--- config.mk ---
export PLATFORM = sky130hd
export DESIGN_NAME = linear_iter
export DESIGN_NICKNAME = d
export VERILOG_FILES = /design/src/rtl/linear_iter.sv
export SDC_FILE = /design/constraint.sdc
export NUM_CORES = 1
export LEC_CHECK = 0
export CAP_MARGIN = 30
export CORE_MARGIN = 3
export CORE_UTILIZATION = 50
export CTS_CLUSTER_SIZE = 28
export DETAILED_ROUTE_END_ITERATION = 12
export HOLD_SLACK_MARGIN = 0.15
export PLACE_DENSITY = 0.86
export SLEW_MARGIN = 20
export SYNTH_ARGS = -nofsm -noshare
export SYNTH_HDL_FRONTEND = slang
export SYNTH_SLANG_ARGS = --single-unit
--- constraint.sdc ---
create_clock -name clk -period 3.33 [get_ports clk]
set_clock_uncertainty 0.15 [all_clocks]
set_input_delay 0.999 -clock clk [delete_from_list [all_inputs] [get_ports clk]]
set_output_delay 0.999 -clock clk [all_outputs]
set_load 0.02 [all_outputs]
--- src/rtl/linear_iter.sv ---
// linear_iter: iterated linear diffusion over a 3-word block.
// A block is loaded in IDLE, transformed once per cycle in RUN for N
// steps, then presented in DONE until the consumer takes it.
// Optional build macro LINEAR_ITER_KEY_EN adds an in_key port and a key
// register K that is mixed into every step as T(S ^ K).
//
// Handshake rules (both sides): a transfer happens on a rising edge where
// valid and ready are both 1; the producer holds its valid and payload
// stable until that edge; ready may be asserted independently of valid.
module linear_iter #(
  parameter int W     = 32,
  parameter int CNT_W = 4
) (
  input  logic             clk,
  input  logic             rst_n,
  input  logic             in_valid,
  output logic             in_ready,
  input  logic [3*W-1:0]   in_data,
  input  logic [CNT_W-1:0] in_iter,
`ifdef LINEAR_ITER_KEY_EN
  input  logic [3*W-1:0]   in_key,
`endif
  output logic             out_valid,
  input  logic             out_ready,
  output logic [3*W-1:0]   out_data,
  output logic [1:0]       dbg_state
);

  localparam int B = W / 4;

  typedef enum logic [1:0] {
    S_IDLE = 2'd0,
    S_RUN  = 2'd1,
    S_DONE = 2'd2
  } state_t;

  state_t             r_state;
  state_t             w_next_state;
  logic [3*W-1:0]     r_s;
  logic [CNT_W-1:0]   r_c;
  logic [3*W-1:0]     w_t;

  // One application of the linear map; word indices wrap modulo 3 and
  // every shift is a logical shift truncated to W bits.
  function automatic logic [3*W-1:0] t_fn(input logic [3*W-1:0] x);
    logic [3*W-1:0] y;
    logic [W-1:0]   a;
    logic [W-1:0]   b;
    logic [W-1:0]   c;
    y = '0;
    for (int i = 0; i < 3; i++) begin
      a = x[i*W +: W];
      b = x[((i + 1) % 3)*W +: W];
      c = x[((i + 2) % 3)*W +: W];
      y[i*W +: W] = a ^ (a >> (2*B)) ^ (a << (3*B)) ^ (a << (2*B)) ^ (a << B)
                  ^ (b << (2*B)) ^ (b >> (2*B)) ^ (b >> (3*B))
                  ^ (c << (2*B)) ^ (c << B) ^ (c >> B) ^ (c >> (2*B)) ^ (c >> (3*B));
    end
    return y;
  endfunction

`ifdef LINEAR_ITER_KEY_EN
  logic [3*W-1:0] r_k;
  assign w_t = t_fn(r_s ^ r_k);

  // Key register: captured together with the block at acceptance.
  always_ff @(posedge clk) begin
    if (!rst_n) begin
      r_k <= '0;
    end else if (r_state == S_IDLE && in_valid) begin
      r_k <= in_key;
    end
  end
`else
  assign w_t = t_fn(r_s);
`endif

  // FSM state register.
  always_ff @(posedge clk) begin
    if (!rst_n) begin
      r_state <= S_IDLE;
    end else begin
      r_state <= w_next_state;
    end
  end

  // Next-state decode and handshake outputs; ready/valid depend only on state.
  always_comb begin
    w_next_state = r_state;
    in_ready     = 1'b0;
    out_valid    = 1'b0;
    case (r_state)
      S_IDLE: begin
        in_ready = 1'b1;
        if (in_valid) begin
          w_next_state = (in_iter == '0) ? S_DONE : S_RUN;
        end
      end
      S_RUN: begin
        if (r_c == CNT_W'(1)) begin
          w_next_state = S_DONE;
        end
      end
      S_DONE: begin
        out_valid = 1'b1;
        if (out_ready) begin
          w_next_state = S_IDLE;
        end
      end
      default: w_next_state = S_IDLE;
    endcase
  end

  // Block state and step counter: load on acceptance, step once per RUN cycle.
  always_ff @(posedge clk) begin
    if (!rst_n) begin
      r_s <= '0;
      r_c <= '0;
    end else begin
      case (r_state)
        S_IDLE: begin
          if (in_valid) begin
            r_s <= in_data;
            r_c <= in_iter;
          end
        end
        S_RUN: begin
          r_s <= w_t;
          r_c <= r_c - CNT_W'(1);
        end
        default: ;
      endcase
    end
  end

  assign out_data  = r_s;
  assign dbg_state = r_state;

endmodule

==> results of run 1 <==
==> cells by family after synthesis <==
logic type               count (synthesis)  synth area share (%)
multiplexers                             1                0.1228
adder cells (fa/ha/maj)                  2                0.3070
buffers and inverters                  107                 5.741
flip-flops                             102                 25.05
AO/OA/AOI/OAI                          308                 25.68
XOR/XNOR                               351                 41.68
AND/OR/NAND/NOR                         25                 1.412
==> path summary, 6_finish.rpt <==
check | cells past startpoint | to | slack (ns)
max | 3 | out_valid | 0.48
min | 2 | r_c[1]$_SDFFE_PN0P_ | 0.36
max reg2reg | 4 | out_data[15]$_SDFFE_PN0P_ | 1.17
min reg2reg | 2 | r_c[1]$_SDFFE_PN0P_ | 0.36
==> state kept, by name (all words and copies together) (netlist names) <==
name,flops
dbg_state,2
out_data,96
r_c,4
==> cells in the final DEF (no fill, tap or decap), types with 3 or more instances in the layout <==
| master | netlist | final |
|---|---|---|
| sky130_fd_sc_hd__o22ai_1 | 91 | 91 |
| sky130_fd_sc_hd__o21a_1 | 10 | 10 |
| sky130_fd_sc_hd__a221oi_2 | 7 | 7 |
| sky130_fd_sc_hd__o21ai_0 | 93 | 93 |
| sky130_fd_sc_hd__clkdlybuf4s50_1 | 0 | 201 |
| sky130_fd_sc_hd__nor2_1 | 8 | 8 |
| sky130_fd_sc_hd__a221oi_1 | 73 | 73 |
| sky130_fd_sc_hd__xnor2_1 | 254 | 254 |
| sky130_fd_sc_hd__buf_12 | 0 | 3 |
| sky130_fd_sc_hd__xnor3_1 | 6 | 6 |
| sky130_fd_sc_hd__xor3_1 | 4 | 4 |
| sky130_fd_sc_hd__xor2_2 | 3 | 3 |
| sky130_fd_sc_hd__inv_1 | 3 | 3 |
| sky130_fd_sc_hd__o221ai_1 | 6 | 6 |
| sky130_fd_sc_hd__xnor2_2 | 21 | 21 |
| sky130_fd_sc_hd__nor3_1 | 4 | 4 |
| sky130_fd_sc_hd__o22a_1 | 3 | 3 |
| sky130_fd_sc_hd__buf_4 | 3 | 9 |
| sky130_fd_sc_hd__clkbuf_16 | 0 | 9 |
| sky130_fd_sc_hd__nand2_1 | 7 | 7 |
| sky130_fd_sc_hd__clkinvlp_4 | 0 | 3 |
| sky130_fd_sc_hd__a21oi_1 | 15 | 15 |
| sky130_fd_sc_hd__xor2_1 | 63 | 63 |
| sky130_fd_sc_hd__dfxtp_1 | 102 | 102 |
==> metrics by stage <==
| stage | hold slack [ns] | utilization [%] | instances |
|---|---|---|---|
| 3_3_place_gp | 0.3250 | 63.55 | 1224 |
| 4_1_cts | 0.3468 | 65.37 | 1240 |
| 2_1_floorplan | 0.3042 | - | 896 |
| 6_report | 0.3591 | 65.37 | 1240 |
| 3_5_place_dp | 0.3370 | 63.55 | 1224 |
| 5_1_grt | 0.3965 | 65.37 | 1240 |
==> critical path, cell delays in order (launching register included) <==
cell,delay [ns]
sky130_fd_sc_hd__dfxtp_1,0.59
sky130_fd_sc_hd__inv_2,0.06
sky130_fd_sc_hd__nor2_1,0.09
sky130_fd_sc_hd__clkdlybuf4s50_1,0.61
==> power breakdown <==
group	switching, mW	total (mW)	leakage (nW)	internal, mW
clock network	0.499	1.08	0.134	0.582
logic	3.58	7.63	2.50	4.05
registers	0.845	2.43	0.850	1.58
==> cell type report <==
type / instances / area (um2)
inverter: 5 / 18.77
clock inverter: 6 / 62.56
multi-input combinational: 687 / 5655
clock buffer: 10 / 229.0
fill: 1264 / 5520
timing repair buffer: 214 / 2145
tap: 216 / 270.3
sequential: 102 / 2042
==> per-layer routing <==
layer	part of all wire, %	GRT usage (%)	vias to the layer above
met5	0.033	0	-
met4	1.4	6.743	2
met3	6.7	4.267	30
met2	50	44.27	318
met1	42	34.41	3625
li1	-	-	3472
==> flow_summary.toml, run 1 <==
[die]
row_count = 46
die_area_mm2 = 0.01787
floorplan.core_area_mm2 = 0.01594
die_w_um = 133.7
chipHeight_um = 133.7
io_pins = 204
initial_util_pct = 51.12

[detailed_routing]
avgRoutedWirePerCell_um = 19.27
drt-total-wl_um = 23900
first_iteration_detailed_routing_drc_count = 724
detailed_routing_iterations_pass_1 = 4
drcViolationCount = 0
vias = 7447
drt-vias-per-instance = 6.006
ant_nets = 0

[clocking]
cts_htree_levels = 3
cts_hold_repair.buffers = 0
root_buffer = "sky130_fd_sc_hd__clkbuf_16"
tritoncts.num_buffers = 9
post_cts.resized_instances = 0
post-cts-setup-buffers = 0
tritoncts = "yes"
clk_path_buf_depth = 2
numClockSinks = 102
clock_pin_transition_on_the_worst_setup_and_hold_timing_paths_ns = 0.07
clk-insertion-delay-late_ns = 0.35

[logic_synthesis]
netlist_instances = 896
netlist.area_leader.share_pct = 27.30
primary_flip_flop_cell_chosen_by_synthesis_mapping = "sky130_fd_sc_hd__dfxtp_1"
synth_nets = 1002
most_repeated_cell_in_the_gate_level_netlist_after_synthesis = "sky130_fd_sc_hd__xnor2_1"
area_contributors_post_synth = "sky130_fd_sc_hd__xnor2_1, sky130_fd_sc_hd__dfxtp_1, sky130_fd_sc_hd__a221oi_1, sky130_fd_sc_hd__o22ai_1, sky130_fd_sc_hd__xor2_1"
average_size_of_a_mapped_cell_um2 = 9.096
netlist-cell-type-count = 39
yosys-top-cells-count = "sky130_fd_sc_hd__xnor2_1, sky130_fd_sc_hd__dfxtp_1, sky130_fd_sc_hd__o21ai_0"
synth-edff-count = 0
synth-seq-cells = 102
seq_area_frac_synth_pct = 25.05
synth_async_sr_flop_share_pct = 0
netlist_area_mm2 = 0.008150
synth_warnings = 0
synthDominantAreaCellType = "sky130_fd_sc_hd__xnor2_1"

[final_layout]
drive_above_1_share_pct = 6.250
antenna_diode_instance_count = 0
finalInstanceArea_mm2 = 0.01042
final_nets = 1125
synthToLayoutAreaGrowth_pct = 27.88

[worst_setup_path]
endpoint_required_time_on_the_critical_path_ns = 2.18
crit_path_end_kind = "primary output"
setup.worst_path.start_class = "flop"
cp.arrival_ns = 1.71
worst_r2r_startpoint = "dbg_state[1]$_SDFFE_PN0P_"
timing.critical_path.fanout_max = 11
crit_type = "flop to primary output"
timing.critical_path.from = "dbg_state[1]$_SDFFE_PN0P_"

[sta]
hold_violations = 0
slew_headroom_pct = 35.34
timing.setup.tns_ns = 0
final.period_utilization_pct = 85.72
final_number_of_setup_violating_endpoints = 0
tightest_slew_ns = 0.9699
max_freq_mhz = 350.3
min_period_ns = 2.855
rsz_0062_raised_after_global_routing = "no"
fin_ws_ns = 0.4754
timing_max_transition_violations_final = 0

[power]
p_per_area_mw_per_mm2 = 1069
finalPower_mw = 11.14
worst_ir_drop_vdd_mv = 0.5354
static-leakage-power_nw = 3.489

[global_routing]
overflow = 0
first_global_vias = 7376
grt_first_pass_wirelength_um = 38560
grt_usage_pct = 26.00
maximum_number_of_pins_on_one_net_before_global_route_repair = 103
antenna_found_initial = 1

[job]
max_cap_violations = 0

[worst_hold_path]
holdCritPathClass = "flop to flop"
hp-start = "r_c[1]$_SDFFE_PN0P_"

[place]
detailed_place.area_mm2 = 0.01013
place.gp.congestion = 0.8810
port_buffers = 203
detailed_place_hpwl_um = 16020
placement.setup.worst_slack_ns = 0.6822

[run_status]
status = "finished, final reports clean"
(Power assumes the default switching activity.)
==> run 2, diff against run 1 <==
SLEW_MARGIN = unset   (was 20)
==> results of run 2 <==
Same layout as run 1: the final DEF is identical, and so are final timing and power.
==> run 3, diff against run 2 <==
MAX_ROUTING_LAYER = met4   (was unset)
clock period = 3.5 ns   (was 3.33 ns; I/O delays follow)
==> run 3 against run 2 <==
Compared with the run above:
- final cell count rose by 0.24%
- worst hold slack got worse by 0.020 ns
- register-to-register slack improved by 0.20 ns
- clock-buffer cell count rose by 3
- setup slack improved by 0.13 ns
- critical path depth did not move
- flip-flop and latch count did not move
- critical endpoint unchanged
- largest cell class unchanged
- largest power group unchanged
==> flow_summary.toml, run 3 (synthesized netlist as in run 1, its figures left out) <==
[worst_hold_path]
holdCritPathClass = "flop to flop"
hp-start = "r_c[1]$_SDFFE_PN0P_"

[final_layout]
layout.filler_cells = 1264
largest_register_ffs = 96
finalInstanceArea_mm2 = 0.01045
final_nets = 1126
post-route-util_pct = 65.52
final-instance-count-excl-fill = 1243
drive_above_1_share_pct = 6.244
mostFrequentLayoutCells = "sky130_fd_sc_hd__xnor2_1, sky130_fd_sc_hd__clkdlybuf4s50_1, sky130_fd_sc_hd__dfxtp_1, sky130_fd_sc_hd__o21ai_0, sky130_fd_sc_hd__o22ai_1"
synthToLayoutAreaGrowth_pct = 28.17
leading_cell_type_in_the_layout_fill_and_taps_excluded = "sky130_fd_sc_hd__xnor2_1"

[clocking]
numClockSinks = 102
cts_htree_levels = 3
post-cts-setup-buffers = 0
cts_hold_repair.buffers = 0
root_buffer = "sky130_fd_sc_hd__clkbuf_16"
tritoncts = "yes"
clock_pin_transition_on_the_worst_setup_and_hold_timing_paths_ns = 0.07
tritoncts.num_buffers = 9
post_cts.resized_instances = 0
clk-insertion-delay-late_ns = 0.35
clk_path_buf_depth = 2

[die]
row_count = 46
initial_util_pct = 51.12
chipHeight_um = 133.7
die_area_mm2 = 0.01787
floorplan.core_area_mm2 = 0.01594
io_pins = 204
die_w_um = 133.7

[worst_setup_path]
crit_path_max_incr_delay_ns = 0.61
crit_type = "flop to primary output"
crit_path_end_kind = "primary output"
timing.critical_path.from = "dbg_state[1]$_SDFFE_PN0P_"
cpLargestDelayFamily = "buffers and inverters"
worst_r2r_startpoint = "dbg_state[1]$_SDFFE_PN0P_"
cp.arrival_ns = 1.69
setup.worst_path.start_class = "flop"
endpoint_required_time_on_the_critical_path_ns = 2.30
slowest_cell_on_crit_path = "sky130_fd_sc_hd__clkdlybuf4s50_1"
timing.critical_path.fanout_max = 11
path_cells = "inv_2, nor2_1, clkdlybuf4s50_1"
cp.buffers_inverters = 2

[sta]
fin_ws_ns = 0.6061
timing.setup.tns_ns = 0
tightest_slew_ns = 0.9587
slew_headroom_pct = 36.08
final_number_of_setup_violating_endpoints = 0
final.period_utilization_pct = 82.68
min_hold_slack_ns = 0.3393
rsz_0062_raised_after_global_routing = "no"
hold_violations = 0
max_freq_mhz = 345.6
timing_max_transition_violations_final = 0
min_period_ns = 2.894

[place]
detailed_place.area_mm2 = 0.01014
detailed_place_hpwl_um = 16310
place.gp.congestion = 0.8986
placement.setup.worst_slack_ns = 0.7797
port_buffers = 203
placed_cells = 1225

[global_routing]
maximum_number_of_pins_on_one_net_before_global_route_repair = 96
antenna_found_initial = 1
overflow = 0
grt_usage_pct = 26.87
grt_first_pass_wirelength_um = 38700
first_global_vias = 7417

[power]
static-leakage-power_nw = 3.505
worst_ir_drop_vdd_mv = 0.4497
finalPower_mw = 10.67
p_per_area_mw_per_mm2 = 1021

[detailed_routing]
ant_nets = 0
drt-total-wl_um = 23990
first_iteration_detailed_routing_drc_count = 594
drcViolationCount = 0
avgRoutedWirePerCell_um = 19.30
drt-vias-per-instance = 5.961
vias = 7410
detailed_routing_iterations_pass_1 = 6

[job]
max_cap_violations = 0

[run_status]
status = "finished, final reports clean"
run 3: changes by cell type in the layout (fill, tap and decap cells not counted):
cell and change:
sky130_fd_sc_hd__diode_2 +2, sky130_fd_sc_hd__clkbuf_1 +1, sky130_fd_sc_hd__clkinvlp_4 -2, sky130_fd_sc_hd__clkbuf_8 +2
sky130_fd_sc_hd__clkinv_2 -1, sky130_fd_sc_hd__buf_4 +1
run 3: where the power goes:
group / total, mW / leakage [nW] / internal [mW] / switching (mW)
Combinational: 7.29 / 2.51 / 3.85 / 3.44
Sequential: 2.31 / 0.850 / 1.51 / 0.810
Clock: 1.06 / 0.146 / 0.595 / 0.464
Total: 10.7 / 3.50 / 5.95 / 4.71
run 3: layout make-up:
| type | instances | area, um2 | share of cell area, % |
|---|---|---|---|
| Inverter | 5 | 18.77 | 0.1797 |
| Multi-Input combinational cell | 687 | 5655 | 54.14 |
| Tap cell | 216 | 270.3 | 2.587 |
| Clock buffer | 13 | 260.3 | 2.491 |
| Clock inverter | 3 | 42.54 | 0.4072 |
| Timing Repair Buffer | 215 | 2152 | 20.60 |
| Sequential cell | 102 | 2042 | 19.55 |
| Antenna cell | 2 | 5.005 | 0.04791 |
run 3: layer usage:
layer	vias to the layer above	GRT usage (%)	part of all wire (%)
met5	-	-	0
met2	317	44.16	49
met3	30	4.569	6.5
met4	0	7.029	1.4
li1	3491	-	-
met1	3572	34.50	43
run 3: path summary, 6_finish.rpt:
kind | end | slack, ns | cells after the start
worst max-delay path | out_valid | 0.61 | 3
worst min-delay path | r_c[1]$_SDFFE_PN0P_ | 0.34 | 2
worst min register to register | r_c[1]$_SDFFE_PN0P_ | 0.34 | 2
worst max register to register | out_data[68]$_SDFFE_PN0P_ | 1.37 | 4
run 3: worst register-to-register path: cells and delay by family (launching register included):
kind,cells,cell delay [ns]
AO/OA/AOI/OAI,2,0.45
buffers and inverters,1,0.32
flip-flops,1,0.57
AND/OR/NAND/NOR,1,0.55
